### src/rtl/ctrl_pkg.sv
// Shared encodings for the multi-cycle ARMv8 control path: FSM states, opcode
// match patterns, SignOp / ALU codes and the instruction class enum.
package ctrl_pkg;

  localparam logic [2:0] S_FETCH  = 3'd0;
  localparam logic [2:0] S_DECODE = 3'd1;
  localparam logic [2:0] S_EXEC   = 3'd2;
  localparam logic [2:0] S_MEM    = 3'd3;
  localparam logic [2:0] S_WB     = 3'd4;
  localparam logic [2:0] S_FAULT  = 3'd5;

  typedef enum logic [3:0] {
    CL_ADD, CL_SUB, CL_AND, CL_ORR, CL_ADDI, CL_SUBI,
    CL_LDUR, CL_STUR, CL_CBZ, CL_B, CL_MOVZ, CL_ILLEGAL
  } op_class_e;

  localparam logic [1:0] SIGN_I  = 2'b00;
  localparam logic [1:0] SIGN_D  = 2'b01;
  localparam logic [1:0] SIGN_CB = 2'b10;
  localparam logic [1:0] SIGN_B  = 2'b11;

  localparam logic [3:0] ALU_ADD   = 4'b0010;
  localparam logic [3:0] ALU_SUB   = 4'b0110;
  localparam logic [3:0] ALU_AND   = 4'b0000;
  localparam logic [3:0] ALU_ORR   = 4'b0001;
  localparam logic [3:0] ALU_PASSB = 4'b0111;

  typedef struct packed {
    logic [1:0] sign_op;
    logic       reg2loc;
    logic       alu_src;
    logic [3:0] alu_op;
  } ctrl_fields_t;

  // Opcode patterns: a bit takes part in the match only where its mask bit is 1.
  localparam logic [10:0] OP_ADD   = 11'b10001011000, MK_ADD  = 11'b11111111111;
  localparam logic [10:0] OP_SUB   = 11'b11001011000, MK_SUB  = 11'b11111111111;
  localparam logic [10:0] OP_AND   = 11'b10001010000, MK_AND  = 11'b11111111111;
  localparam logic [10:0] OP_ORR   = 11'b10101010000, MK_ORR  = 11'b11111111111;
  localparam logic [10:0] OP_ADDI  = 11'b10010001000, MK_ADDI = 11'b11111111110;
  localparam logic [10:0] OP_SUBI  = 11'b11010001000, MK_SUBI = 11'b11111111110;
  localparam logic [10:0] OP_LDUR  = 11'b11111000010, MK_LDUR = 11'b11111111111;
  localparam logic [10:0] OP_STUR  = 11'b11111000000, MK_STUR = 11'b11111111111;
  localparam logic [10:0] OP_CBZ   = 11'b10110100000, MK_CBZ  = 11'b11111111000;
  localparam logic [10:0] OP_B     = 11'b00010100000, MK_B    = 11'b11111100000;
  localparam logic [10:0] OP_MOVZ  = 11'b11010010100, MK_MOVZ = 11'b11111111100;

  function automatic logic op_match(input logic [10:0] op, input logic [10:0] pat,
                                    input logic [10:0] mask);
    return ((op ^ pat) & mask) == 11'b0;
  endfunction

endpackage

### src/rtl/opcode_classifier.sv
// Combinational decode of Instruction[31:21] into an instruction class and the
// control fields that stay fixed for the whole instruction.
module opcode_classifier
  import ctrl_pkg::*;
(
  input  logic [10:0]  opcode_i,
  output op_class_e    cls_o,
  output ctrl_fields_t fields_o
);

  always_comb begin
    cls_o = CL_ILLEGAL;
    if      (op_match(opcode_i, OP_ADD,  MK_ADD))  cls_o = CL_ADD;
    else if (op_match(opcode_i, OP_SUB,  MK_SUB))  cls_o = CL_SUB;
    else if (op_match(opcode_i, OP_AND,  MK_AND))  cls_o = CL_AND;
    else if (op_match(opcode_i, OP_ORR,  MK_ORR))  cls_o = CL_ORR;
    else if (op_match(opcode_i, OP_ADDI, MK_ADDI)) cls_o = CL_ADDI;
    else if (op_match(opcode_i, OP_SUBI, MK_SUBI)) cls_o = CL_SUBI;
    else if (op_match(opcode_i, OP_LDUR, MK_LDUR)) cls_o = CL_LDUR;
    else if (op_match(opcode_i, OP_STUR, MK_STUR)) cls_o = CL_STUR;
    else if (op_match(opcode_i, OP_CBZ,  MK_CBZ))  cls_o = CL_CBZ;
    else if (op_match(opcode_i, OP_B,    MK_B))    cls_o = CL_B;
    else if (op_match(opcode_i, OP_MOVZ, MK_MOVZ)) cls_o = CL_MOVZ;
  end

  // R-type has no immediate; SignOp is parked at 00 for it and for ILLEGAL.
  always_comb begin
    fields_o = '0;
    case (cls_o)
      CL_ADD:  fields_o.alu_op = ALU_ADD;
      CL_SUB:  fields_o.alu_op = ALU_SUB;
      CL_AND:  fields_o.alu_op = ALU_AND;
      CL_ORR:  fields_o.alu_op = ALU_ORR;
      CL_ADDI: begin
        fields_o.sign_op = SIGN_I;
        fields_o.alu_src = 1'b1;
        fields_o.alu_op  = ALU_ADD;
      end
      CL_SUBI: begin
        fields_o.sign_op = SIGN_I;
        fields_o.alu_src = 1'b1;
        fields_o.alu_op  = ALU_SUB;
      end
      CL_LDUR: begin
        fields_o.sign_op = SIGN_D;
        fields_o.alu_src = 1'b1;
        fields_o.alu_op  = ALU_ADD;
      end
      CL_STUR: begin
        fields_o.sign_op = SIGN_D;
        fields_o.reg2loc = 1'b1;
        fields_o.alu_src = 1'b1;
        fields_o.alu_op  = ALU_ADD;
      end
      CL_CBZ: begin
        fields_o.sign_op = SIGN_CB;
        fields_o.reg2loc = 1'b1;
        fields_o.alu_op  = ALU_PASSB;
      end
      CL_B:    fields_o.sign_op = SIGN_B;
      CL_MOVZ: begin
        fields_o.sign_op = SIGN_I;
        fields_o.alu_src = 1'b1;
        fields_o.alu_op  = ALU_PASSB;
      end
      default: fields_o = '0;
    endcase
  end

endmodule

### src/rtl/multicycle_ctrl.sv
// Multi-cycle FETCH/DECODE/EXEC/MEM/WB sequencer for the ARMv8 lab datapath,
// with memory handshakes, timeout-to-FAULT and a retired-instruction counter.
module multicycle_ctrl
  import ctrl_pkg::*;
#(
  parameter int MEM_TIMEOUT = 15,
  parameter int CNT_W       = 32
) (
  input  logic             CLK,
  input  logic             resetl,
  input  logic [10:0]      opcode,
  input  logic             zero,
  input  logic             imem_ack,
  input  logic             dmem_ack,
  output logic             imem_req,
  output logic             dmem_req,
  output logic             mem_read,
  output logic             mem_write,
  output logic             ir_we,
  output logic             pc_we,
  output logic             pc_sel,
  output logic [1:0]       SignOp,
  output logic             reg2loc,
  output logic             alu_src,
  output logic [3:0]       alu_op,
  output logic             mem2reg,
  output logic             reg_write,
  output logic             fault,
  output logic [CNT_W-1:0] retired
);

  localparam int TW = (MEM_TIMEOUT > 1) ? $clog2(MEM_TIMEOUT) : 1;

  logic [2:0]       state_q, state_d;
  logic             run_q;
  op_class_e        cls_q, cls_d, dec_cls;
  ctrl_fields_t     fld_q, fld_d, dec_fld, fld_out;
  logic [TW-1:0]    tmo_q, tmo_d;
  logic [CNT_W-1:0] ret_q, ret_d;
  logic             tmo_hit, waiting;

  opcode_classifier u_cls (
    .opcode_i (opcode),
    .cls_o    (dec_cls),
    .fields_o (dec_fld)
  );

  // run_q holds FETCH quiet for the first cycle after reset so every output reads 0.
  assign tmo_hit = (MEM_TIMEOUT != 0) && (tmo_q == TW'(MEM_TIMEOUT - 1));
  assign waiting = (state_q == S_FETCH && run_q) || (state_q == S_MEM);

  always_comb begin
    state_d = state_q;
    cls_d   = cls_q;
    fld_d   = fld_q;
    case (state_q)
      S_FETCH: begin
        if (run_q) begin
          if (imem_ack)     state_d = S_DECODE;
          else if (tmo_hit) state_d = S_FAULT;
        end
      end
      S_DECODE: begin
        cls_d   = dec_cls;
        fld_d   = dec_fld;
        state_d = (dec_cls == CL_ILLEGAL) ? S_FAULT : S_EXEC;
      end
      S_EXEC: begin
        case (cls_q)
          CL_B, CL_CBZ:     state_d = S_FETCH;
          CL_LDUR, CL_STUR: state_d = S_MEM;
          default:          state_d = S_WB;
        endcase
      end
      S_MEM: begin
        if (dmem_ack)     state_d = (cls_q == CL_STUR) ? S_FETCH : S_WB;
        else if (tmo_hit) state_d = S_FAULT;
      end
      S_WB:    state_d = S_FETCH;
      S_FAULT: state_d = S_FAULT;
      default: state_d = S_FAULT;
    endcase
  end

  // Counter restarts whenever a wait state is (re)entered; ack on the last allowed cycle still wins.
  always_comb begin
    tmo_d = '0;
    if (MEM_TIMEOUT != 0 && waiting && state_d == state_q)
      tmo_d = tmo_q + TW'(1);
  end

  always_comb begin
    imem_req  = 1'b0;
    dmem_req  = 1'b0;
    mem_read  = 1'b0;
    mem_write = 1'b0;
    ir_we     = 1'b0;
    pc_we     = 1'b0;
    pc_sel    = 1'b0;
    mem2reg   = 1'b0;
    reg_write = 1'b0;
    fault     = 1'b0;
    fld_out   = '0;
    case (state_q)
      S_FETCH: begin
        imem_req = run_q;
        ir_we    = run_q & imem_ack;
      end
      S_DECODE: fld_out = dec_fld;
      S_EXEC: begin
        fld_out = fld_q;
        if (cls_q == CL_B) begin
          pc_we  = 1'b1;
          pc_sel = 1'b1;
        end else if (cls_q == CL_CBZ) begin
          pc_we  = 1'b1;
          pc_sel = zero;
        end
      end
      S_MEM: begin
        fld_out   = fld_q;
        dmem_req  = 1'b1;
        mem_read  = (cls_q == CL_LDUR);
        mem_write = (cls_q == CL_STUR);
        pc_we     = dmem_ack & (cls_q == CL_STUR);
      end
      S_WB: begin
        fld_out   = fld_q;
        reg_write = 1'b1;
        mem2reg   = (cls_q == CL_LDUR);
        pc_we     = 1'b1;
      end
      S_FAULT: fault = 1'b1;
      default: fault = 1'b1;
    endcase
    SignOp  = fld_out.sign_op;
    reg2loc = fld_out.reg2loc;
    alu_src = fld_out.alu_src;
    alu_op  = fld_out.alu_op;
  end

  assign ret_d   = ret_q + (pc_we ? CNT_W'(1) : CNT_W'(0));
  assign retired = ret_q;

  always_ff @(posedge CLK) begin
    if (!resetl) begin
      state_q <= S_FETCH;
      run_q   <= 1'b0;
      cls_q   <= CL_ILLEGAL;
      fld_q   <= '0;
      tmo_q   <= '0;
      ret_q   <= '0;
    end else begin
      state_q <= state_d;
      run_q   <= 1'b1;
      cls_q   <= cls_d;
      fld_q   <= fld_d;
      tmo_q   <= tmo_d;
      ret_q   <= ret_d;
    end
  end

endmodule
### config.mk
export PLATFORM = sky130hd
export DESIGN_NAME = multicycle_ctrl
export DESIGN_NICKNAME = d
export VERILOG_FILES = /design/src/rtl/ctrl_pkg.sv /design/src/rtl/opcode_classifier.sv /design/src/rtl/multicycle_ctrl.sv
export SDC_FILE = /design/constraint.sdc
export NUM_CORES = 1
export LEC_CHECK = 0
export CORE_MARGIN = 2
export CORE_UTILIZATION = 68
export CTS_BUF_LIST = sky130_fd_sc_hd__clkbuf_8 sky130_fd_sc_hd__clkbuf_16
export CTS_CLUSTER_SIZE = 12
export DETAILED_ROUTE_END_ITERATION = 10
export DONT_BUFFER_PORTS = 1
export GPL_ROUTABILITY_DRIVEN = 0
export HOLD_SLACK_MARGIN = 0.12
export MAX_ROUTING_LAYER = met4
export PLACE_DENSITY_LB_ADDON = 0.08
export SYNTH_ARGS = -nofsm -noshare
export SYNTH_HDL_FRONTEND = slang
export SYNTH_SLANG_ARGS = --single-unit
export TNS_END_PERCENT = 50
### constraint.sdc
create_clock -name CLK -period 4.3 [get_ports CLK]
set_clock_uncertainty 0.1 [all_clocks]
set_input_delay 0.215 -clock CLK [delete_from_list [all_inputs] [get_ports CLK]]
set_output_delay 0.215 -clock CLK [all_outputs]
set_load 0.005 [all_outputs]
==> run_results.csv <==
group,metric,value,unit
status,status,"completed",
place,dpl.cell_count,386,
worst_setup_path,crit_slowest_cell,"dfxtp_1",
sta,fin_setup_tns,0,ns
logic_synthesis,netlist_area,0.00282,mm2
worst_setup_path,cp_max_fo,10,
worst_setup_path,critPathArrivalTime,3.21,ns
clock_network,cts_root_buf,"clkbuf_8",
logic_synthesis,yosysTopAreaCellShare,36.2,%
worst_setup_path,crit_type,"flop to flop",
layout,drive_above_1_share,5.51,%
global_routing,grt.busiest_layer,"met2",
worst_setup_path,crit_top_cell,"ha_1",
global_routing,grt_pass1_wl,9520,um
clock_network,cts.path.max_buffers,2,
logic_synthesis,synth_cell_types,56,
worst_setup_path,worstPathRequired,4.38,ns
sta,rsz0062_at_grt,"no",
drt,ant_nets,0,
global_routing,grt.total_usage,27.4,%
floorplanning,die_w,68.4,um
logic_synthesis,avgSynthCellArea,7.99,um2
clock_network,clock-sinks,51,
logic_synthesis,ys_ff_latch,51,
global_routing,antenna_found_initial,0,
layout,fin_cells,395,
clock_network,insertion_delay,0.31,ns
worst_setup_path,end_kind,"flop",
layout,n_fill_cell,344,
floorplanning,die-area,0.00468,mm2
power_and_ir_drop,cellPowerDensity,290,mW/mm2
place,post-dp-hpwl,4340,um
sta,drv_slew,0,
drt,num_vias,2501,
sta,fin_crit,3.12,ns
floorplanning,pin_count,66,
clock_network,cts_tree,"yes",
global_routing,grt_max_degree,36,
logic_synthesis,yosys-top-cells-area,"dfxtp_1, nor2_1, nand2_1",
worst_setup_path,critPathLaunchType,"flop",
global_routing,grt_use_met2,42.5,%
drt,wire_per_inst,15.3,um
sta,slew_headroom,36.9,%
place,io_buffers,0,
floorplanning,die_height,68.4,um
sta,finalCritPeriodShare,72.6,%
clock_network,clk_pin_slew_worst_paths,0.10,ns
sta,setup_viol,0,
global_routing,gr-usage-met3,8.55,%
logic_synthesis,yosysMostFrequentCell,"dfxtp_1",
drt,firstDrtPassIters,4,
drt,wl,6040,um
sta,worst_pin_slew,0.940,ns
logic_synthesis,synth_top_cell_by_area,"dfxtp_1",
logic_synthesis,synthTopCellsByCount,"dfxtp_1, nor2_1, nand2_1",
clock_network,postCtsHoldBufs,1,
worst_setup_path,path_cells,"nand2b_1 > or2_2 > inv_1 > and3_1 > a211o_1 > ha_1 > ha_1 > and2_1 > nand3_1 > nor3_1 > xnor2_1 > nor2_1",
global_routing,grt_use_met1,35.2,%
sta,hold_violations,0,
sta,max_freq,0.320,GHz
flow_run,drv_cap,0,
logic_synthesis,synthesis.nets,373,
drt,via_per_inst,6.33,
floorplanning,row_count,23,
clock_network,ctsResizeCount,0,
clock_network,cts_setup_buffers,0,
logic_synthesis,synth_edf_count,0,
global_routing,grt_overflow_total,0,
layout,insertedDiodeCount,0,
worst_setup_path,max_stage_delay,0.39,ns
global_routing,grt_pass1_vias,2121,
floorplanning,start_util,70.5,%
clock_network,cts_made_buffers,5,
logic_synthesis,synth_cells,353,
logic_synthesis,ys_async_sr_fraction,0,%
power_and_ir_drop,finalPower,844,uW
floorplanning,core,0.00400,mm2
logic_synthesis,yosysSeqAreaShare,36.2,%
logic_synthesis,ys_warn_count,0,
logic_synthesis,synthFlopType,"dfxtp_1",
power_and_ir_drop,peakVddDrop,0.192,mV
layout,syn_to_final_growth,3.11,%
power_and_ir_drop,power_leakage,1.06,nW
clock_network,htreeDepth,2,
hold_path,hold_class,"primary input to flop",
drt,post-route-drc-count,0,
layout,nets,364,
drt,dr.first_iter.drc_count,176,
-- sequential cells by signal (all words and copies together), names as in the netlist --
name	flops
run_q	1
cls_q	4
fld_q	7
retired	32
tmo_q	4
state_q	3
-- kinds of logic after synthesis --
logic type,after synthesis,share of synthesized area (%)
other,1,0.133
DFF,51,36.2
buffers and inverters,26,4.17
adders and majority gates,4,1.78
AOI/OAI and AO/OA,56,13.0
xor gates and xnor gates,26,8.08
and+or+nand+nor,189,36.6
-- layer usage --
metal	wire, um	part of all wire [%]
met2	2760	46
met3	448	7.4
met5	0	0
met4	43	0.71
met1	2780	46
-- worst paths after layout --
| kind | from | endpoint | slack, ns | cells after the start |
|---|---|---|---|---|
| hold reg to reg | tmo_q[0]$_SDFF_PN0_ | tmo_q[0]$_SDFF_PN0_ | 0.37 | 1 |
| setup reg to reg | state_q[2]$_SDFF_PN0_ | retired[26]$_SDFF_PN0_ | 1.18 | 12 |
| setup / recovery | state_q[2]$_SDFF_PN0_ | retired[26]$_SDFF_PN0_ | 1.18 | 12 |
| hold / removal | imem_ack | state_q[0]$_SDFF_PN0_ | 0.16 | 3 |
-- report_power, final --
part	total, mW	internal [mW]	switching, mW
sequential	0.491	0.481	0.00937
combinational	0.0611	0.0232	0.0379
clock	0.292	0.132	0.161
-- metrics by stage --
stage | setup slack [ns] | cell area, um2 | utilization [%] | hold slack, ns
detailed placement | 1.16 | 2800 | 69.9 | 0.144
CTS | 1.17 | 2910 | 72.7 | 0.155
global route | 0.851 | 2910 | 72.7 | 0.179
finish | 1.18 | 2910 | 72.7 | 0.159
global placement | 1.26 | 2800 | 69.9 | 0.144
floorplan | 1.41 | 2820 | - | 0.143
-- final cells by class --
cell class,instances,area (um2),share of cell area [%]
timing repair buffer,1,10.0,0.344
tap,50,62.6,2.15
inverter,9,33.8,1.16
clock inverter,2,16.3,0.560
sequential,51,1020,35.1
multi-input combinational,276,1680,57.8
clock buffer,6,82.6,2.84
-- cell usage in the layout (no fill, tap or decap), types with 6 or more instances in the layout --
cell / count
nor2_1: 42
nand2_1: 36
xnor2_1: 15
nor3_1: 20
clkbuf_8: 6
and3_1: 8
xor2_1: 11
nor4_1: 6
dfxtp_1: 51
or3_1: 8
a21oi_1: 17
nand3_1: 20
o21ai_0: 13
inv_1: 8
and2_1: 7
nand4_1: 7
-- critical path, delay by kind of cell, from the launching register on --
kind | cells | cell delay [ns]
simple gates | 7 | 1.72
flops | 1 | 0.39
fa+ha+maj | 2 | 0.34
compound gates | 1 | 0.18
xor+xnor | 1 | 0.15
buf+inv | 1 | 0.10
No activity file was read; power rests on OpenSTA's default activity.
